$ cat src/rtl/ser_rcv_buf.sv
// Buffered 8N1 serial receiver: synchronizes rxd, deserializes LSB-first frames
// at a programmable bit length and queues bytes in a small FIFO with error flags.
module ser_rcv_buf #(
    parameter int DEPTH_LOG2 = 4
) (
    input  logic        clk,
    input  logic        rst,
    input  logic        rxd,
    input  logic [15:0] bit_len,
    input  logic        done,
    input  logic        err_clr,
    output logic        rdy,
    output logic [7:0]  data,
    output logic        ovr,
    output logic        frm_err
);

    localparam int DEPTH = 1 << DEPTH_LOG2;
    localparam logic [DEPTH_LOG2:0] FULL_CNT = (DEPTH_LOG2 + 1)'(DEPTH);

    localparam logic [2:0] IDLE  = 3'd0;
    localparam logic [2:0] START = 3'd1;
    localparam logic [2:0] DATA  = 3'd2;
    localparam logic [2:0] STOP  = 3'd3;
    localparam logic [2:0] BRK   = 3'd4;

    logic                  rxd_m;
    logic                  rxd_s;
    logic [2:0]            state;
    logic [15:0]           cnt;
    logic [15:0]           len_q;
    logic [15:0]           len_eff;
    logic [2:0]            idx;
    logic [7:0]            shreg;
    logic                  push_req;
    logic                  frm_set;

    logic [7:0]            mem [DEPTH];
    logic [DEPTH_LOG2-1:0] wr_ptr;
    logic [DEPTH_LOG2-1:0] rd_ptr;
    logic [DEPTH_LOG2:0]   count;
    logic                  full;
    logic                  pop;
    logic                  do_push;
    logic                  ovr_set;

    always_ff @(posedge clk or negedge rst) begin
        if (!rst) begin
            rxd_m <= 1'b1;
            rxd_s <= 1'b1;
        end else begin
            rxd_m <= rxd;
            rxd_s <= rxd_m;
        end
    end

    assign len_eff  = (bit_len < 16'd4) ? 16'd4 : bit_len;
    assign push_req = (state == STOP) && (cnt == 16'd0) && rxd_s;
    assign frm_set  = (state == STOP) && (cnt == 16'd0) && !rxd_s;

    // Start sample lands mid-bit by loading half a bit; later samples are one bit apart.
    always_ff @(posedge clk or negedge rst) begin
        if (!rst) begin
            state <= IDLE;
            cnt   <= 16'd0;
            len_q <= 16'd4;
            idx   <= 3'd0;
            shreg <= 8'h00;
        end else begin
            case (state)
                IDLE: begin
                    if (!rxd_s) begin
                        cnt   <= (len_eff >> 1) - 16'd1;
                        len_q <= len_eff;
                        state <= START;
                    end
                end
                START: begin
                    if (cnt != 16'd0) begin
                        cnt <= cnt - 16'd1;
                    end else if (!rxd_s) begin
                        cnt   <= len_q - 16'd1;
                        idx   <= 3'd0;
                        state <= DATA;
                    end else begin
                        state <= IDLE;
                    end
                end
                DATA: begin
                    if (cnt != 16'd0) begin
                        cnt <= cnt - 16'd1;
                    end else begin
                        shreg <= {rxd_s, shreg[7:1]};
                        cnt   <= len_q - 16'd1;
                        idx   <= idx + 3'd1;
                        if (idx == 3'd7) begin
                            state <= STOP;
                        end
                    end
                end
                STOP: begin
                    if (cnt != 16'd0) begin
                        cnt <= cnt - 16'd1;
                    end else if (rxd_s) begin
                        state <= IDLE;
                    end else begin
                        state <= BRK;
                    end
                end
                BRK: begin
                    if (rxd_s) begin
                        state <= IDLE;
                    end
                end
                default: state <= IDLE;
            endcase
        end
    end

    assign full    = (count == FULL_CNT);
    assign rdy     = (count != '0);
    assign pop     = done && rdy;
    assign do_push = push_req && (!full || pop);
    assign ovr_set = push_req && full && !pop;
    assign data    = rdy ? mem[rd_ptr] : 8'h00;

    always_ff @(posedge clk) begin
        if (do_push) begin
            mem[wr_ptr] <= shreg;
        end
    end

    always_ff @(posedge clk or negedge rst) begin
        if (!rst) begin
            wr_ptr <= '0;
            rd_ptr <= '0;
            count  <= '0;
        end else begin
            if (do_push) begin
                wr_ptr <= wr_ptr + 1'b1;
            end
            if (pop) begin
                rd_ptr <= rd_ptr + 1'b1;
            end
            case ({do_push, pop})
                2'b10:   count <= count + 1'b1;
                2'b01:   count <= count - 1'b1;
                default: count <= count;
            endcase
        end
    end

    // A set event in the same cycle as err_clr keeps the flag high.
    always_ff @(posedge clk or negedge rst) begin
        if (!rst) begin
            ovr     <= 1'b0;
            frm_err <= 1'b0;
        end else begin
            if (ovr_set) begin
                ovr <= 1'b1;
            end else if (err_clr) begin
                ovr <= 1'b0;
            end
            if (frm_set) begin
                frm_err <= 1'b1;
            end else if (err_clr) begin
                frm_err <= 1'b0;
            end
        end
    end

endmodule

$ cat config.mk
export PLATFORM = sky130hd
export DESIGN_NAME = ser_rcv_buf
export DESIGN_NICKNAME = d
export VERILOG_FILES = /design/src/rtl/ser_rcv_buf.sv
export SDC_FILE = /design/constraint.sdc
export NUM_CORES = 1
export LEC_CHECK = 0
export CORE_MARGIN = 5
export CORE_UTILIZATION = 67
export CTS_BUF_LIST = sky130_fd_sc_hd__clkbuf_4 sky130_fd_sc_hd__clkbuf_8
export DETAILED_ROUTE_END_ITERATION = 8
export PLACE_DENSITY = 0.86
export SYNTH_ARGS = -nofsm -noshare
export SYNTH_HDL_FRONTEND = slang
export SYNTH_SLANG_ARGS = --single-unit
$ cat constraint.sdc
create_clock -name clk -period 8.5 [get_ports clk]
set_input_delay 1.7 -clock clk [delete_from_list [all_inputs] [get_ports clk]]
set_output_delay 1.7 -clock clk [all_outputs]
set_load 0.02 [all_outputs]
==> impl_results.md <==
- Total CTS buffers: 17
- Hold-fix buffers at CTS: 0
- # Max-Cap Violations: 0
- Setup TNS: 0 ns
- Area Overhead vs Synth: 9.665%
- Most common cell after layout, fill and taps aside: edfxtp_1
- # IOs: 32
- Final Skew: ~0.017 ns
- Worst-path cell chain: clkdlybuf4s50_1 > or4_1 > nor3_1 > nand2_1 > or4_1 > nand2_1 > ha_1 > nor4b_1 > nand4_1 > xor2_1 > o22ai_1 > o21ai_0 > nand2_1
- Total track usage: between 20 and 30%
- Synth warn: 0
- Core area: 13090 um^2
- Fin cells: 860
- F_max: 188.2 MHz
- Vias in the first global route: 5800
- DRC: 0
- Setup Crit Path Kind: in2reg
- Number of instances on the worst hold path: 0
- CTS Buffer Depth: 2
- Buf/Inv on CP: 1
- Register bit total from synthesis: ~190
- Worst VDD drop: between 0.0001 and 0.00015 V
- CP max FO: 6
- Die area: roughly 16000 um^2
- Setup Buffers After CTS: 0
- Placed cell area: 9290 um^2
- CP arrival: ~5.7 ns
- R2r setup slk: approximately 4.3 ns
- Total grt overflow: 0
- Post-DRT Antenna Nets: 0
- Minimum clock period: approximately 5.3 ns
- 1st-iter DRT viols: a little over 900
- Run status: finished, final reports clean
- R2r endpoint: mem[2][0]$_DFFE_PP_
- Share of the synthesized area in the top cell type: 43.47%
- LEAKAGE: roughly 3.7 nW
- Critical path endpoint category: register
- Worst Setup Start Kind: input port
- Register area share after synthesis: around three fifths
- Cells after Synth: 645
- Post-synth net total: 681
- Routed vias: 5794
- Commonest cells after routing, fill and taps aside: 128 x edfxtp_1, 80 x nand2_1, 59 x dfrtp_1
- Largest area contributor in the netlist: edfxtp_1
- Hold Fails Final Rpt: 0
- Synth top area cells: edfxtp_1 43%, dfrtp_1 17%, mux4_2 10%, nand2_1 3.4%, xnor2_1 2.1%
- Slew Limit Fails: 0
- Final cycle utilization of the critical path: approximately 63%
- Final wirelength: approximately 20000 um
- Clock root buffer: clkbuf_8
- Critical Path RT: slightly below 9 ns
- Die height: 124.9 um
- HPWL Detailed: roughly 14000 um
- Slew @ Worst Pin: 1.356 ns
- CTS tree: built
- Fin worst setup slack: 3.186 ns
- Final setup fails: 0
- Clock latency at the later pin of the worst-skew pair: about 0.47 ns
- Slew HR: under 10%
- Post-synth ARST share: between 30% and 40%
- Wire per inst: around 24 um
- Share of cells above drive strength 1: 15.06%
- Ys flop type: edfxtp_1
- Ant. Diodes: 0
- Yosys cell types: 61
- Setup repair after global routing missed its margin: false
- Pin count of the biggest net entering global routing: 64
- FP Rows: 42
- Placed Cells: 828
- Synth Cell Area: about 8800 um^2
- Initial DRT Pass Iterations: 5
- Crit-path slowest cell: nor4b_1
- Hold Crit Class: reg2reg
- Placer Congestion: 0.9739
- Clk sinks: roughly 190
- EDFF count, synth: 128
- Fin area: between 9000 and 10000 um^2
- Worst r2r path cells: 7
- Mapped Avg Cell Area: approximately 14 um^2
- CP max stage delay: roughly 0.66 ns
- CTS resizes: 0
- Hold_sp: rxd_m$_DFF_PN1_
- PwrDens: ~240 nW/um^2
- Worst path top cell family by delay: simple AND/OR/NAND/NOR gates
- Post-DR vias/cell: approximately 6.7
- Initial antenna violation count: 0
- Htree depth: 4
- Global-route wire length before repair: around 33000 um
- Most common cell on crit path: nand2_1
- IO buf count: 31
- Post-place setup slack: roughly 2.8 ns
- Post-layout nets: 707
- Worst Hold Slack: about 0.36 ns
- Reg2reg start: cnt[0]$_DFFE_PN0P_
- Die Wd: ~120 um
- Initial Utilization: 67.58%
- Worst-path clk slew: roughly 0.09 ns
- Hold EP: rxd_s$_DFF_PN1_
how the worst max path moves through the flow:
stage,cells after the start,endpoint,start
floorplan,12,cnt[14]$_DFFE_PN0P_,bit_len[13]
global placement,13,cnt[14]$_DFFE_PN0P_,bit_len[13]
detailed placement,13,cnt[14]$_DFFE_PN0P_,bit_len[12]
CTS,13,cnt[14]$_DFFE_PN0P_,bit_len[12]
global route,13,cnt[12]$_DFFE_PN0P_,bit_len[12]
finish,13,cnt[12]$_DFFE_PN0P_,bit_len[13]
metrics by stage:
| step | total power, mW | util, % |
|---|---|---|
| final | 2.336 | 74.11 |
| after detailed placement | 1.742 | 71.00 |
| after global placement | 1.720 | 71.00 |
| after CTS | 2.339 | 74.11 |
| after floorplan | 1.574 | - |
| after global routing | 2.451 | 74.11 |
power by group:
| group | leakage (nW) | switching [mW] | internal (mW) |
|---|---|---|---|
| clock network | 0.207 | 0.325 | 0.271 |
| registers | 2.17 | 0.0966 | 1.04 |
| logic | 1.29 | 0.305 | 0.293 |
metal layers:
layer / wire (um) / vias up / GRT usage (%)
met5: 0 / - / 0
met4: 485 / 0 / 8.865
met3: 2345 / 45 / 8.019
met2: 9635 / 386 / 41.13
met1: 7755 / 2859 / 38.63
li1: - / 2504 / -
registers in the layout (all words and copies together), names as in the netlist, 3 cells and up:
register,cells
rd_ptr,4
count,5
cnt,16
wr_ptr,4
len_q,16
state,3
mem,128
idx,3
shreg,8
cells by family (layout without fill, tap and decap cells):
| family | count (synthesis) | after routing | share of synthesized area (%) |
|---|---|---|---|
| mux | 55 | 55 | 12.06 |
| buf+inv | 44 | 83 | 2.108 |
| flops | 191 | 191 | 61.34 |
| fa+ha+maj | 15 | 15 | 2.207 |
| xor+xnor | 35 | 35 | 3.467 |
| compound gates | 93 | 93 | 6.807 |
| simple gates | 212 | 212 | 12.01 |
synthesized netlist by cell type, types with 3 or more instances:
cell,count
or3_1,6
nand3_1,4
a21o_1,4
dfstp_2,3
nor4_1,10
buf_1,6
a22oi_1,5
o21ai_0,28
xor2_1,14
nand4b_1,3
mux2_2,12
a31oi_1,4
and2_1,12
a22o_1,3
ha_1,14
nand4_1,5
nor3b_1,4
or4_1,6
a211oi_1,6
clkbuf_1,18
nor2b_1,4
nand2b_1,5
nor3_1,19
edfxtp_1,128
buf_2,5
mux4_2,40
mux2i_1,3
a21oi_1,16
dfrtp_1,60
a311oi_1,3
o22ai_1,6
nor2_1,40
xnor2_1,21
inv_1,13
o32ai_1,3
nand2_1,80
worst register-to-register path, cell delays in order (launching register included):
cell	delay, ns
dfrtp_1	0.44
inv_1	0.16
ha_1	0.19
or4b_1	0.56
or4_4	0.63
nor3b_4	0.46
nand2_1	0.26
nor3_1	1.08
final cells by class:
type | count | area [um^2]
timing repair buffer | 38 | 357.8
multi-input combinational | 410 | 3238
fill | 778 | 3388
clock buffer | 18 | 241.5
clock inverter | 14 | 165.2
inverter | 13 | 48.80
tap | 176 | 220.2
sequential | 191 | 5425
Note: power is estimated with default switching activity, not from simulation.
